[config.mk]
export PLATFORM = sky130hd
export DESIGN_NAME = nx_node_emitter_flat
export DESIGN_NICKNAME = d
export VERILOG_FILES = /design/src/rtl/nx_node_emitter_if.sv /design/src/rtl/nx_node_emitter.sv /design/src/flat_wrapper.sv
export SDC_FILE = /design/constraint.sdc
export NUM_CORES = 1
export LEC_CHECK = 0
export BUFFER_PORTS_ARGS = -buffer_cell sky130_fd_sc_hd__buf_4
export CAP_MARGIN = 0
export CORE_MARGIN = 2
export CORE_UTILIZATION = 50
export CTS_CLUSTER_SIZE = 10
export DETAILED_ROUTE_END_ITERATION = 6
export GPL_ROUTABILITY_DRIVEN = 1
export GPL_TIMING_DRIVEN = 0
export PLACE_DENSITY = 0.82
export SYNTH_ARGS = -nofsm -noshare
export SYNTH_HDL_FRONTEND = slang
export SYNTH_SLANG_ARGS = --single-unit
[constraint.sdc]
create_clock -name clk -period 2.6 [get_ports clk]
set_input_delay 0.13 -clock clk [delete_from_list [all_inputs] [get_ports clk]]
set_output_delay 0.13 -clock clk [all_outputs]
set_load 0.005 [all_outputs]
[src/rtl/nx_node_emitter_if.sv]
// Command/payload handshake from the node emitter to the node transmitter.
// The emitter drives the master side; the transmitter answers with tx_ready.
interface nx_node_emitter_if #(
    parameter int PAYLOAD_W = 24,
    parameter int CMD_OP_W  = 2
) ();
    logic [CMD_OP_W-1:0]  tx_command;
    logic [PAYLOAD_W-1:0] tx_payload;
    logic                 tx_valid;
    logic                 tx_ready;

    modport master (output tx_command, output tx_payload, output tx_valid, input tx_ready);
    modport slave  (input tx_command, input tx_payload, input tx_valid, output tx_ready);
endinterface

[src/rtl/nx_node_emitter.sv]
// Announces changed core outputs as signal-state messages, one per changed output,
// picked round-robin and offered on a registered valid/ready handshake.
//
// state   | meaning
// --------+-----------------------------------------------------------
// ST_IDLE | no message in flight; may load the next pending output
// ST_SEND | message offered, held stable until tx_valid & tx_ready
module nx_node_emitter #(
    parameter int IO_W          = 4,
    parameter int PAYLOAD_W     = 24,
    parameter int CMD_OP_W      = 2,
    parameter int CMD_SIG_STATE = 2
) (
    input  logic              clk,
    input  logic              rst,
    input  logic              enable,
    input  logic [7:0]        node_id,
    input  logic [IO_W-1:0]   out_values,
    input  logic [IO_W-1:0]   out_valids,
    nx_node_emitter_if.master tx_bus,
    output logic              idle
);
    localparam int IDX_W = (IO_W > 1) ? $clog2(IO_W) : 1;

    typedef enum logic {
        ST_IDLE = 1'b0,
        ST_SEND = 1'b1
    } state_t;

    state_t               state_q;
    state_t               state_d;
    logic [IO_W-1:0]      value_q;
    logic [IO_W-1:0]      seen_q;
    logic [IO_W-1:0]      sent_q;
    logic [IO_W-1:0]      announced_q;
    logic [IO_W-1:0]      pending;
    logic [IDX_W-1:0]     cur_q;
    logic [IDX_W-1:0]     cur_d;
    logic [IDX_W-1:0]     cur_next;
    logic [IDX_W-1:0]     rr_q;
    logic [IDX_W-1:0]     rr_d;
    logic [IDX_W-1:0]     sel_idx;
    logic [IDX_W:0]       scan_idx;
    logic                 sel_found;
    logic [7:0]           idx_field;
    logic [CMD_OP_W-1:0]  cmd_q;
    logic [CMD_OP_W-1:0]  cmd_d;
    logic [PAYLOAD_W-1:0] payload_q;
    logic [PAYLOAD_W-1:0] payload_d;
    logic [PAYLOAD_W-1:0] load_payload;
    logic                 valid_q;
    logic                 valid_d;
    logic                 handshake;

    // The in-flight output is masked so it cannot be picked twice; after its
    // handshake it re-evaluates against the value just sent.
    always_comb begin
        pending = '0;
        for (int i = 0; i < IO_W; i++) begin
            pending[i] = seen_q[i]
                       & (~announced_q[i] | (value_q[i] ^ sent_q[i]))
                       & ~((state_q == ST_SEND) && (cur_q == IDX_W'(i)));
        end
    end

    always_comb begin
        sel_found = 1'b0;
        sel_idx   = '0;
        scan_idx  = '0;
        for (int k = 0; k < IO_W; k++) begin
            scan_idx = {1'b0, rr_q} + (IDX_W+1)'(k);
            if (scan_idx >= (IDX_W+1)'(IO_W)) begin
                scan_idx = scan_idx - (IDX_W+1)'(IO_W);
            end
            if (!sel_found && pending[scan_idx[IDX_W-1:0]]) begin
                sel_found = 1'b1;
                sel_idx   = scan_idx[IDX_W-1:0];
            end
        end
    end

    always_comb begin
        idx_field              = '0;
        idx_field[IDX_W-1:0]   = sel_idx;
        load_payload           = '0;
        load_payload[23:16]    = node_id;
        load_payload[15:8]     = idx_field;
        load_payload[0]        = value_q[sel_idx];
    end

    assign cur_next = (cur_q == IDX_W'(IO_W - 1)) ? '0 : cur_q + IDX_W'(1);

    always_comb begin
        state_d   = state_q;
        valid_d   = valid_q;
        cmd_d     = cmd_q;
        payload_d = payload_q;
        cur_d     = cur_q;
        rr_d      = rr_q;
        handshake = 1'b0;
        case (state_q)
            ST_IDLE: begin
                if (enable && sel_found) begin
                    cur_d     = sel_idx;
                    cmd_d     = CMD_OP_W'(CMD_SIG_STATE);
                    payload_d = load_payload;
                    valid_d   = 1'b1;
                    state_d   = ST_SEND;
                end
            end
            ST_SEND: begin
                if (valid_q && tx_bus.tx_ready) begin
                    handshake = 1'b1;
                    rr_d      = cur_next;
                    valid_d   = 1'b0;
                    state_d   = ST_IDLE;
                end
            end
            default: begin
                state_d = ST_IDLE;
                valid_d = 1'b0;
            end
        endcase
    end

    always_ff @(posedge clk) begin
        if (!rst) begin
            state_q   <= ST_IDLE;
            valid_q   <= 1'b0;
            cmd_q     <= '0;
            payload_q <= '0;
            cur_q     <= '0;
            rr_q      <= '0;
        end else begin
            state_q   <= state_d;
            valid_q   <= valid_d;
            cmd_q     <= cmd_d;
            payload_q <= payload_d;
            cur_q     <= cur_d;
            rr_q      <= rr_d;
        end
    end

    // Latest strobe wins; a strobe on the in-flight index only touches value_q.
    always_ff @(posedge clk) begin
        if (!rst) begin
            value_q     <= '0;
            seen_q      <= '0;
            sent_q      <= '0;
            announced_q <= '0;
        end else begin
            value_q <= (value_q & ~out_valids) | (out_values & out_valids);
            seen_q  <= seen_q | out_valids;
            if (handshake) begin
                sent_q[cur_q]      <= payload_q[0];
                announced_q[cur_q] <= 1'b1;
            end
        end
    end

    assign tx_bus.tx_command = cmd_q;
    assign tx_bus.tx_payload = payload_q;
    assign tx_bus.tx_valid   = valid_q;
    assign idle              = (state_q == ST_IDLE) && !(|pending);

endmodule

[src/flat_wrapper.sv]
// flat-port wrapper written by rule: the top's interface ports become plain ports
module nx_node_emitter_flat 
#(
    parameter int IO_W          = 4,
    parameter int PAYLOAD_W     = 24,
    parameter int CMD_OP_W      = 2,
    parameter int CMD_SIG_STATE = 2
)
  (clk, rst, enable, node_id, out_values, out_valids, idle, tx_bus_tx_command, tx_bus_tx_payload, tx_bus_tx_valid, tx_bus_tx_ready);
  nx_node_emitter_if #(.PAYLOAD_W(PAYLOAD_W), .CMD_OP_W(CMD_OP_W)) tx_bus_i ();
  input  logic clk;
  input  logic rst;
  input  logic enable;
  input  logic [7:0] node_id;
  input  logic [IO_W-1:0] out_values;
  input  logic [IO_W-1:0] out_valids;
  output logic idle;
  output wire logic [$bits(tx_bus_i.tx_command)-1:0] tx_bus_tx_command;
  output wire logic [$bits(tx_bus_i.tx_payload)-1:0] tx_bus_tx_payload;
  output wire logic [$bits(tx_bus_i.tx_valid)-1:0] tx_bus_tx_valid;
  input wire logic [$bits(tx_bus_i.tx_ready)-1:0] tx_bus_tx_ready;
  assign tx_bus_tx_command = tx_bus_i.tx_command;
  assign tx_bus_tx_payload = tx_bus_i.tx_payload;
  assign tx_bus_tx_valid = tx_bus_i.tx_valid;
  assign tx_bus_i.tx_ready = tx_bus_tx_ready;
  nx_node_emitter #(.IO_W(IO_W), .PAYLOAD_W(PAYLOAD_W), .CMD_OP_W(CMD_OP_W), .CMD_SIG_STATE(CMD_SIG_STATE)) u_core (.clk(clk), .rst(rst), .enable(enable), .node_id(node_id), .out_values(out_values), .out_valids(out_valids), .tx_bus(tx_bus_i), .idle(idle));
endmodule
# Yosys cells after proc, flatten, opt, wreduce, memory -nomap -nowiden
# Index checks and enable logic that the tools add are counted.
dict set report totals {
  reg_bits 34
  in_bits 20
}
dict set report op_classes {
  n_addsub 8
  order_cmp 11
  eq_ne 5
  mux 34
  bitwise 31
  n_reduce_logical 20
}
# operator count
set op_table {}
lappend op_table {{$lt A2 B3 Y1 const B} 6}
lappend op_table {{$mux W2} 9}
lappend op_table {{$mux W1} 16}
lappend op_table {{$or A4 B4 Y4} 3}
lappend op_table {{$logic_and A1 B1 Y1} 11}
lappend op_table {{$bmux W1 S2} 5}
lappend op_table {{$ge A3 B3 Y1 const B} 3}
lappend op_table {{$not A1 Y1} 9}
lappend op_table {{$and A1 B1 Y1} 8}
lappend op_table {{$and A4 B4 Y4} 2}
lappend op_table {{$sub A2 B1 Y2 const B} 4}
lappend op_table {{$add A2 B2 Y3 const B} 2}
lappend op_table {{$reduce_and A2 Y1} 3}
lappend op_table {{$bwmux W4} 1}
lappend op_table {{$eq A2 B2 Y1 const B} 2}
lappend op_table {{$logic_not A1 Y1} 4}
lappend op_table {{$not A4 Y4} 1}
lappend op_table {{$or A1 B1 Y1} 4}
lappend op_table {{$pmux W1 S2} 2}
lappend op_table {{$reduce_or A4 Y1} 1}
lappend op_table {{$xor A1 B1 Y1} 4}
lappend op_table {{$add A2 B1 Y3 const B} 1}
lappend op_table {{$ge A2 B3 Y1 const B} 1}
lappend op_table {{$add A2 B1 Y2 const B} 1}
lappend op_table {{6 further kinds} 6}

# Longest topological paths before layout
# Gate-level depths: netlist (run 1).
dict set report logic_depth {
  word_depth 19
  mapped_depth 9
  mapped_depth_nobuf 8
}

# Worst setup path after synthesis (run 1)
# Ideal clock, no wire load.
dict set report synth_timing {
  path_type {register to register}
  startpoint {reg u_core.cur_q[0]}
  endpoint {reg u_core.payload_q[19] (netlist: u_core.tx_bus.tx_payload[19])}
  arrival_ns 1.821
  t_required_ns 2.484
  setup_slack_ns 0.663
  path_stages_with_launch 9
  n_path_buf 1
  period_less_slack_ns 1.937
  path_cell_list {dfxtp_1 > inv_1 > ha_1 > a221oi_1 > o41ai_4 > nor2_4 > buf_8 > mux2i_1 > nor2b_1}
}
dict set report synth_between {
  elab_chain_cells 18
  word_cells_on_any_way 36
  cone_classes {eq/ne: 3; mux: 12; bitwise: 8; reduce/logical: 13}
}
# item line
set synth_lines {}
lappend synth_lines {{start: declaration} nx_node_emitter.sv:37} ;# logic [IDX_W-1:0] cur_q;
lappend synth_lines {{start signal: assignment} nx_node_emitter.sv:139} ;# cur_q <= cur_d;
lappend synth_lines {{$eq A2 B1 Y1 (tied with other cells)} nx_node_emitter.sv:62} ;# & ~((state_q == ST_SEND) && (cur_q == IDX_W'(i)));
lappend synth_lines {{$logic_and A1 B1 Y1} nx_node_emitter.sv:62}
lappend synth_lines {{$not A1 Y1} nx_node_emitter.sv:62}
lappend synth_lines {{$and A1 B1 Y1} nx_node_emitter.sv:62}
lappend synth_lines {{$bmux W1 S2} nx_node_emitter.sv:75} ;# if (!sel_found && pending[scan_idx[IDX_W-1:0]]) begin
lappend synth_lines {{$mux W1 (implied by the code)} nx_node_emitter.sv:75}
lappend synth_lines {{$mux W1} nx_node_emitter.sv:75}
lappend synth_lines {{$logic_not A1 Y1} nx_node_emitter.sv:75}
lappend synth_lines {{(+2 left out)} n/a}
lappend synth_lines {{$logic_not A1 Y1} nx_node_emitter.sv:75}
lappend synth_lines {{$logic_and A1 B1 Y1} nx_node_emitter.sv:75}
lappend synth_lines {{$mux W1} nx_node_emitter.sv:75}
lappend synth_lines {{$logic_not A1 Y1} nx_node_emitter.sv:75}
lappend synth_lines {{$logic_and A1 B1 Y1} nx_node_emitter.sv:75}
lappend synth_lines {{$mux W1 *} nx_node_emitter.sv:75}
lappend synth_lines {{$logic_and A1 B1 Y1 *} nx_node_emitter.sv:103} ;# if (enable && sel_found) begin
lappend synth_lines {{$reduce_and A2 Y1 (no source line) *} n/a}
lappend synth_lines {{end signal: assignment} nx_node_emitter.sv:138} ;# payload_q <= payload_d;
lappend synth_lines {{end: declaration} nx_node_emitter.sv:48} ;# logic [PAYLOAD_W-1:0] payload_q;
# Mark *: on every way between the ends. The rest lies on a longest branch, timed or not. The select of a mux whose other input is x is not followed.
# A chain may end at the register's enable or synchronous reset.

# Final worst setup path (run 1)
# Same ends and word-level chain as after synthesis.

==> results of run 1 <==
[power by group through the flow]
stage,Sequential [W],Clock (W),Combinational (W)
2_1_floorplan,0.000547,0,0.000141
3_3_place_gp,0.000550,0,0.000208
5_1_grt,0.000543,0.000338,0.000238
3_5_place_dp,0.000551,0,0.000215
6_report,0.000540,0.000312,0.000217
4_1_cts,0.000540,0.000323,0.000216
[cells in the final DEF, fill, tap and decap left out, types with 2 or more instances in the layout]
master,n
a21boi_0,8
clkbuf_1,4
clkbuf_8,2
dfxtp_1,32
conb_1,14
clkbuf_4,5
a21o_1,2
nor2b_1,15
ha_1,4
mux2i_1,14
o21a_1,5
a21oi_1,5
xnor2_1,4
o21ai_0,2
nand3_1,6
nor2_1,3
buf_4,47
nand2_1,13
o221ai_1,2
inv_1,10
[cells in the mapped netlist (all sizes together), types with 3 or more instances]
cell type  instances  area, µm²
nor2b             15      93.84
dfxtp             32      640.6
a221oi             3      50.05
clkbuf             4      15.01
a21oi              6      33.78
a21boi             9      67.57
mux2i             14      140.1
nand3              6      30.03
o221ai             3      32.53
buf               16      131.4
xnor2              4      35.03
nand2             13      48.80
o21a               5      37.54
inv               10      37.54
nor2               4      22.52
ha                 4      50.05
[area by class of cell]
cell class	instances	area, µm²	share of cell area, %
sequential	32	640.6	31.30
buffer	20	146.4	7.152
inverter	10	37.54	1.834
timing repair buffer	33	247.7	12.10
clock buffer	7	65.06	3.178
multi-input combinational	116	854.6	41.75
tap	44	55.05	2.689
[stage by stage]
| stage | std cells | hold slack, ns |
|---|---|---|
| floorplan | 178 | 0.2538 |
| global placement | 255 | 0.3554 |
| detailed placement | 255 | 0.3603 |
| CTS | 262 | 0.01288 |
| global route | 262 | 0.009692 |
| finish | 262 | 0.02515 |
[cell families after synthesis]
logic type                 Yosys count  share of synthesized area, %
xor gates and xnor gates             4                         2.149
buffers and inverters               30                         11.28
DFF                                 32                         39.29
other                                1                        0.2300
adders and majority gates            4                         3.070
and+or+nand+nor                     42                         14.43
muxes                               14                         8.595
AOI/OAI and AO/OA                   38                         20.95
[final timing paths]
kind | start | depth (start not counted) | endpoint
worst min register to register | u_core.seen_q[3] | 1 | u_core.seen_q[3]
worst min-delay path | out_valids[0] | 2 | u_core.seen_q[0]
worst max-delay path | u_core.cur_q[0] | 8 | u_core.tx_bus.tx_payload[19]
worst max register to register | u_core.cur_q[0] | 8 | u_core.tx_bus.tx_payload[19]
[routing by layer]
metal  part of all wire (%)  vias up  GRT usage, %
met5                      0        -             0
met4                    1.6        0         7.453
met3                    6.8       12         6.513
met2                     49       56         33.59
met1                     42      597         25.62
li1                       -      651             -
==> qor.yml, run 1 <==
grt_pass1_wl_um: 5595
cap_viol_max_count: 0
num_vias: 1316
routed_wl_um: 3437
yosysUniqueCellTypes: 39
synth-edff-count: 0
pin_count: 48
fp.dieH_um: 61.10
gp_congestion: 0.9305
post_dp_cell_area_um2: 1982
port_buffers: 33
ys_warn_count: 0
fin_crit_sh_pct: 89.99
synthFlopType: "dfxtp_1"
pwr-share-clk_pct: 29.2
numCtsBuffers: 5
rows: 20
power_density_nw_per_um2: 522.0
fill_cells: 269
critPathMaxStageDelay_ns: 0.58
post_cts_buffers: 0
synth-seq-area-share_pct: 39.29
arrival_ns: 2.57
crit_family: "compound AO/OA/AOI/OAI gates"
cts_hold_buf: 0
dp_hpwl_um: 2725
clkTransAtPathRegs_ns: 0.09
min_period_ns: 2.340
internal-power_w: 0.0007872
critical_path_class: "flop to flop"
layout-area-overhead-vs-synth_pct: 25.56
max_freq_mhz: 427.4
ir_drop_v: 0.0003900
track_usage_pct: 20.60
endpoint_kind: "flop"
antenna_cells: 0
syn_inst: 165
startpoint_type: "flop"
clock_latency_ns: 0.33
drc: 0
drtPass1Iterations: 4
syn_area_um2: 1630
fin_skew_ns: 0.007974
power.total_w: 0.001069
fin_nets: 242
switchingPower_w: 0.0002813
critPathRequiredTime_ns: 2.83
fp.dieArea_um2: 3733
synth_seq_cells: 32
fin_area_um2: 2047
path_cells: "inv_1 > ha_1 > a221oi_1 > o41ai_4 > nor2_4 > buf_8 > mux2i_1 > nor2b_1"
root_buffer: "clkbuf_4"
avgSynthCellArea_um2: 9.881
initial_utilization_pct: 52.97
post_drt_wl_per_cell_um: 13.12
holdCritPathClass: "input pin to flop"
r2r_slack_ns: 0.26
outcome: "finished, final reports clean"
clock-sinks: 32
seq_power_share_pct: 50.6
slew_viol_final: 0
h-tree-depth: 2
combPwrFrac_pct: 20.3
final_antenna_net_count: 0
hold_viol: 0
relSlewSlack_pct: 60.17
utilization_pct: 66.50
post_drt_via_cell_ratio: 5.023
slowest_stage: "a221oi_1"
rsz0062_at_grt: "no"
clock_path_buffers: 2
synthArstFlopShare_pct: 0
setup_viol: 0
gr-total-overflow: 0
grt_max_degree: 11
grt_pass1_vias: 1257
path_buf_inv: 2
tns_ns: 0
drive_gt1_share_pct: 29.36
pre_cts_ws_ns: 0.2540
leakage_nw: 0.8945
drt_iter0_markers: 103
cts-resized-gates: 0
cts_tree: "done"
fp.dieW_um: 61.10
setup_ws_ns: 0.2603
core-area_um2: 3078
switching_share_pct: 26.33
worst_slew_pin_slew_ns: 0.5975
antenna_found_initial: 0
cp_max_fo: 10
Power figures use the tool's default switching activity.
==> inputs of run 2 (changes only) <==
--- a/config.mk
+++ b/config.mk
@@ -7,9 +7,10 @@
 export LEC_CHECK = 0
 export BUFFER_PORTS_ARGS = -buffer_cell sky130_fd_sc_hd__buf_4
 export CAP_MARGIN = 0
+export CORE_ASPECT_RATIO = 1.5
 export CORE_MARGIN = 2
 export CORE_UTILIZATION = 50
-export CTS_CLUSTER_SIZE = 10
+export CTS_CLUSTER_SIZE = 24
 export DETAILED_ROUTE_END_ITERATION = 6
 export GPL_ROUTABILITY_DRIVEN = 1
 export GPL_TIMING_DRIVEN = 0
==> run 2 against run 1 <==
Against the previous run:
- power up 14%
- wire length down 5.4%
- worst hold slack better by 0.040 ns
- critical path depth unchanged
- worst setup slack better by 0.20 ns
- utilization up 0.14 points
- die area up 0.26%
- fmax up 9.4%
- sequential power about the same
- critical path type unchanged
- largest cell class unchanged
==> qor.yml, run 2 (synthesized netlist as in run 1, its figures left out) <==
outcome: "finished, final reports clean"
setup_ws_ns: 0.4610  # +0.2008 ns
timing.rr.end: "u_core.tx_bus.tx_payload[19]"
startpoint: "u_core.cur_q[0]"
startpoint_type: "flop"
met1_length_um: 1288  # -11%
slew_viol_final: 0  # unchanged
routed.top_layer: "met4"
r2r_slack_ns: 0.46  # +0.20 ns
fin_area_um2: 2085  # +1.8%
cts_tree: "done"
cts_hold_buf: 0  # unchanged
fp.dieArea_um2: 3743  # +0.26%
critPathRequiredTime_ns: 2.77  # -0.06 ns
h-tree-depth: 2  # unchanged
cp-endpoint: "u_core.tx_bus.tx_payload[19]"
fill_cells: 278  # +3.3%
cp_max_fo: 10  # unchanged
drt_iter0_markers: 17  # -83%
arrival_ns: 2.31  # -0.26 ns
r2r_start: "u_core.cur_q[0]"
antenna_cells: 0  # unchanged
post_drt_wl_per_cell_um: 12.55  # -4.3%
final_antenna_net_count: 0  # unchanged
rows: 25  # +25%
antenna_found_initial: 0  # unchanged
drc: 0  # unchanged
cap_viol_max_count: 0  # unchanged
combPwrFrac_pct: 17.5  # -2.8 points
ir_drop_v: 0.0004571  # +17%
ff_latch_area_um2: 640.6  # unchanged
routed_wl_um: 3250  # -5.4%
leakage_nw: 0.9123  # +2.0%
clock-sinks: 32  # unchanged
fin_crit_sh_pct: 82.27  # -7.7 points
drtPass1Iterations: 4  # unchanged
rsz0062_at_grt: "no"
wl_met3_um: 158  # -33%
max_freq_mhz: 467.5  # +9.4%
post-place-cells: 251  # -1.6%
min_period_ns: 2.139  # -0.2008 ns
clock_latency_ns: 0.29  # -0.04 ns
stdcell_count: 259  # -1.1%
pin_count: 48  # unchanged
root_buffer: "clkbuf_8"
post_dp_cell_area_um2: 1977  # -0.25%
dr_wl_met2_um: 1763  # +3.7%
seq_power_share_pct: 44.4  # -6.2 points
ff2ff_path_depth: 8  # unchanged
post_drt_via_cell_ratio: 4.880  # -2.8%
gr-total-overflow: 0  # unchanged
internal-power_w: 0.0009186  # +17%
pre_cts_ws_ns: 0.4454  # +0.1913 ns
power.total_w: 0.001216  # +14%
endpoint_kind: "flop"
num_vias: 1264  # -4.0%
fp.dieH_um: 73.94  # +21%
numCtsBuffers: 5  # unchanged
hold_viol: 0  # unchanged
clock_path_buffers: 2  # unchanged
initial_utilization_pct: 52.12  # -0.85 points
gp_congestion: 0.7974  # -14%
multi_input_area_um2: 854.6  # unchanged
grt_max_degree: 11  # unchanged
critical_path_class: "flop to flop"
grt_pass1_vias: 1133  # -9.9%
clkTransAtPathRegs_ns: 0.07  # -0.02 ns
cts-resized-gates: 0  # unchanged
power_density_nw_per_um2: 583.5  # +12%
drive_gt1_share_pct: 29.22  # -0.13 points
post_cts_buffers: 0  # unchanged
switchingPower_w: 0.0002977  # +5.8%
grt_pass1_wl_um: 5126  # -8.4%
final_cell_mix: "buf_4, dfxtp_1, nor2b_1"
holdCritPathClass: "input pin to flop"
tns_ns: 0  # unchanged
fp.dieW_um: 50.63  # -17%
pwr-share-clk_pct: 38.1  # +8.9 points
track_usage_pct: 18.59  # -2.0 points
dp_hpwl_um: 2523  # -7.4%
layout-area-overhead-vs-synth_pct: 27.86
final_common_cell: "buf_4"
fin_skew_ns: 0.008123  # +0.0001491 ns
core-area_um2: 3128  # +1.6%
port_buffers: 33  # unchanged
switching_share_pct: 24.47  # -1.9 points
fin_nets: 242  # unchanged
setup_viol: 0  # unchanged
[run 2: cell count changes in the layout (fill, tap and decap cells not counted), sizes merged]
| cell | change |
|---|---|
| bufinv | +1 |
| clkbuf | -1 |
| clkinv | +1 |
[run 2: power groups by stage]
stage | registers (W) | clock network (W) | logic, W
2_1_floorplan | 0.000547 | 0 | 0.000141
4_1_cts | 0.000540 | 0.000473 | 0.000215
6_report | 0.000540 | 0.000463 | 0.000213
5_1_grt | 0.000543 | 0.000494 | 0.000234
3_5_place_dp | 0.000551 | 0 | 0.000215
3_3_place_gp | 0.000551 | 0 | 0.000211
[run 2: cell type report]
type                       count  share of cell area (%)
sequential                    32                   30.73
buffer                        20                   7.023
tap                           40                   2.401
timing repair buffer          33                   11.88
clock inverter                 2                   1.681
clock buffer                   6                   3.481
inverter                      10                   1.801
multi-input combinational    116                   41.00
[run 2: critical path: stages (launching register included)]
cell and delay [ns]:
dfxtp_1 0.44, inv_1 0.10, ha_1 0.25, a221oi_1 0.45, o41ai_4 0.15, nor2_4 0.21, buf_8 0.17, mux2i_1 0.19
nor2b_1 0.06
[run 2: worst min-delay path by stage]
stage	startpoint	cells after the start	end
after global routing	out_valids[1]	2	u_core.seen_q[1]
after global placement	out_valids[2]	2	u_core.seen_q[2]
final	out_valids[1]	2	u_core.seen_q[1]
after detailed placement	out_valids[2]	2	u_core.seen_q[2]
after CTS	out_valids[1]	2	u_core.seen_q[1]
after floorplan	out_valids[1]	1	u_core.seen_q[1]
[run 2: through the flow]
step / hold slack, ns / utilization (%)
2_1_floorplan: 0.2538 / -
3_3_place_gp: 0.3578 / 63.20
3_5_place_dp: 0.3606 / 63.20
4_1_cts: 0.05857 / 66.64
5_1_grt: 0.06787 / 66.64
6_report: 0.06473 / 66.64
[run 2: metal layers]
metal,vias up,track usage [%]
met5,-,0
met4,0,8.108
met3,4,4.016
met2,35,33.48
met1,577,21.02
li1,648,-
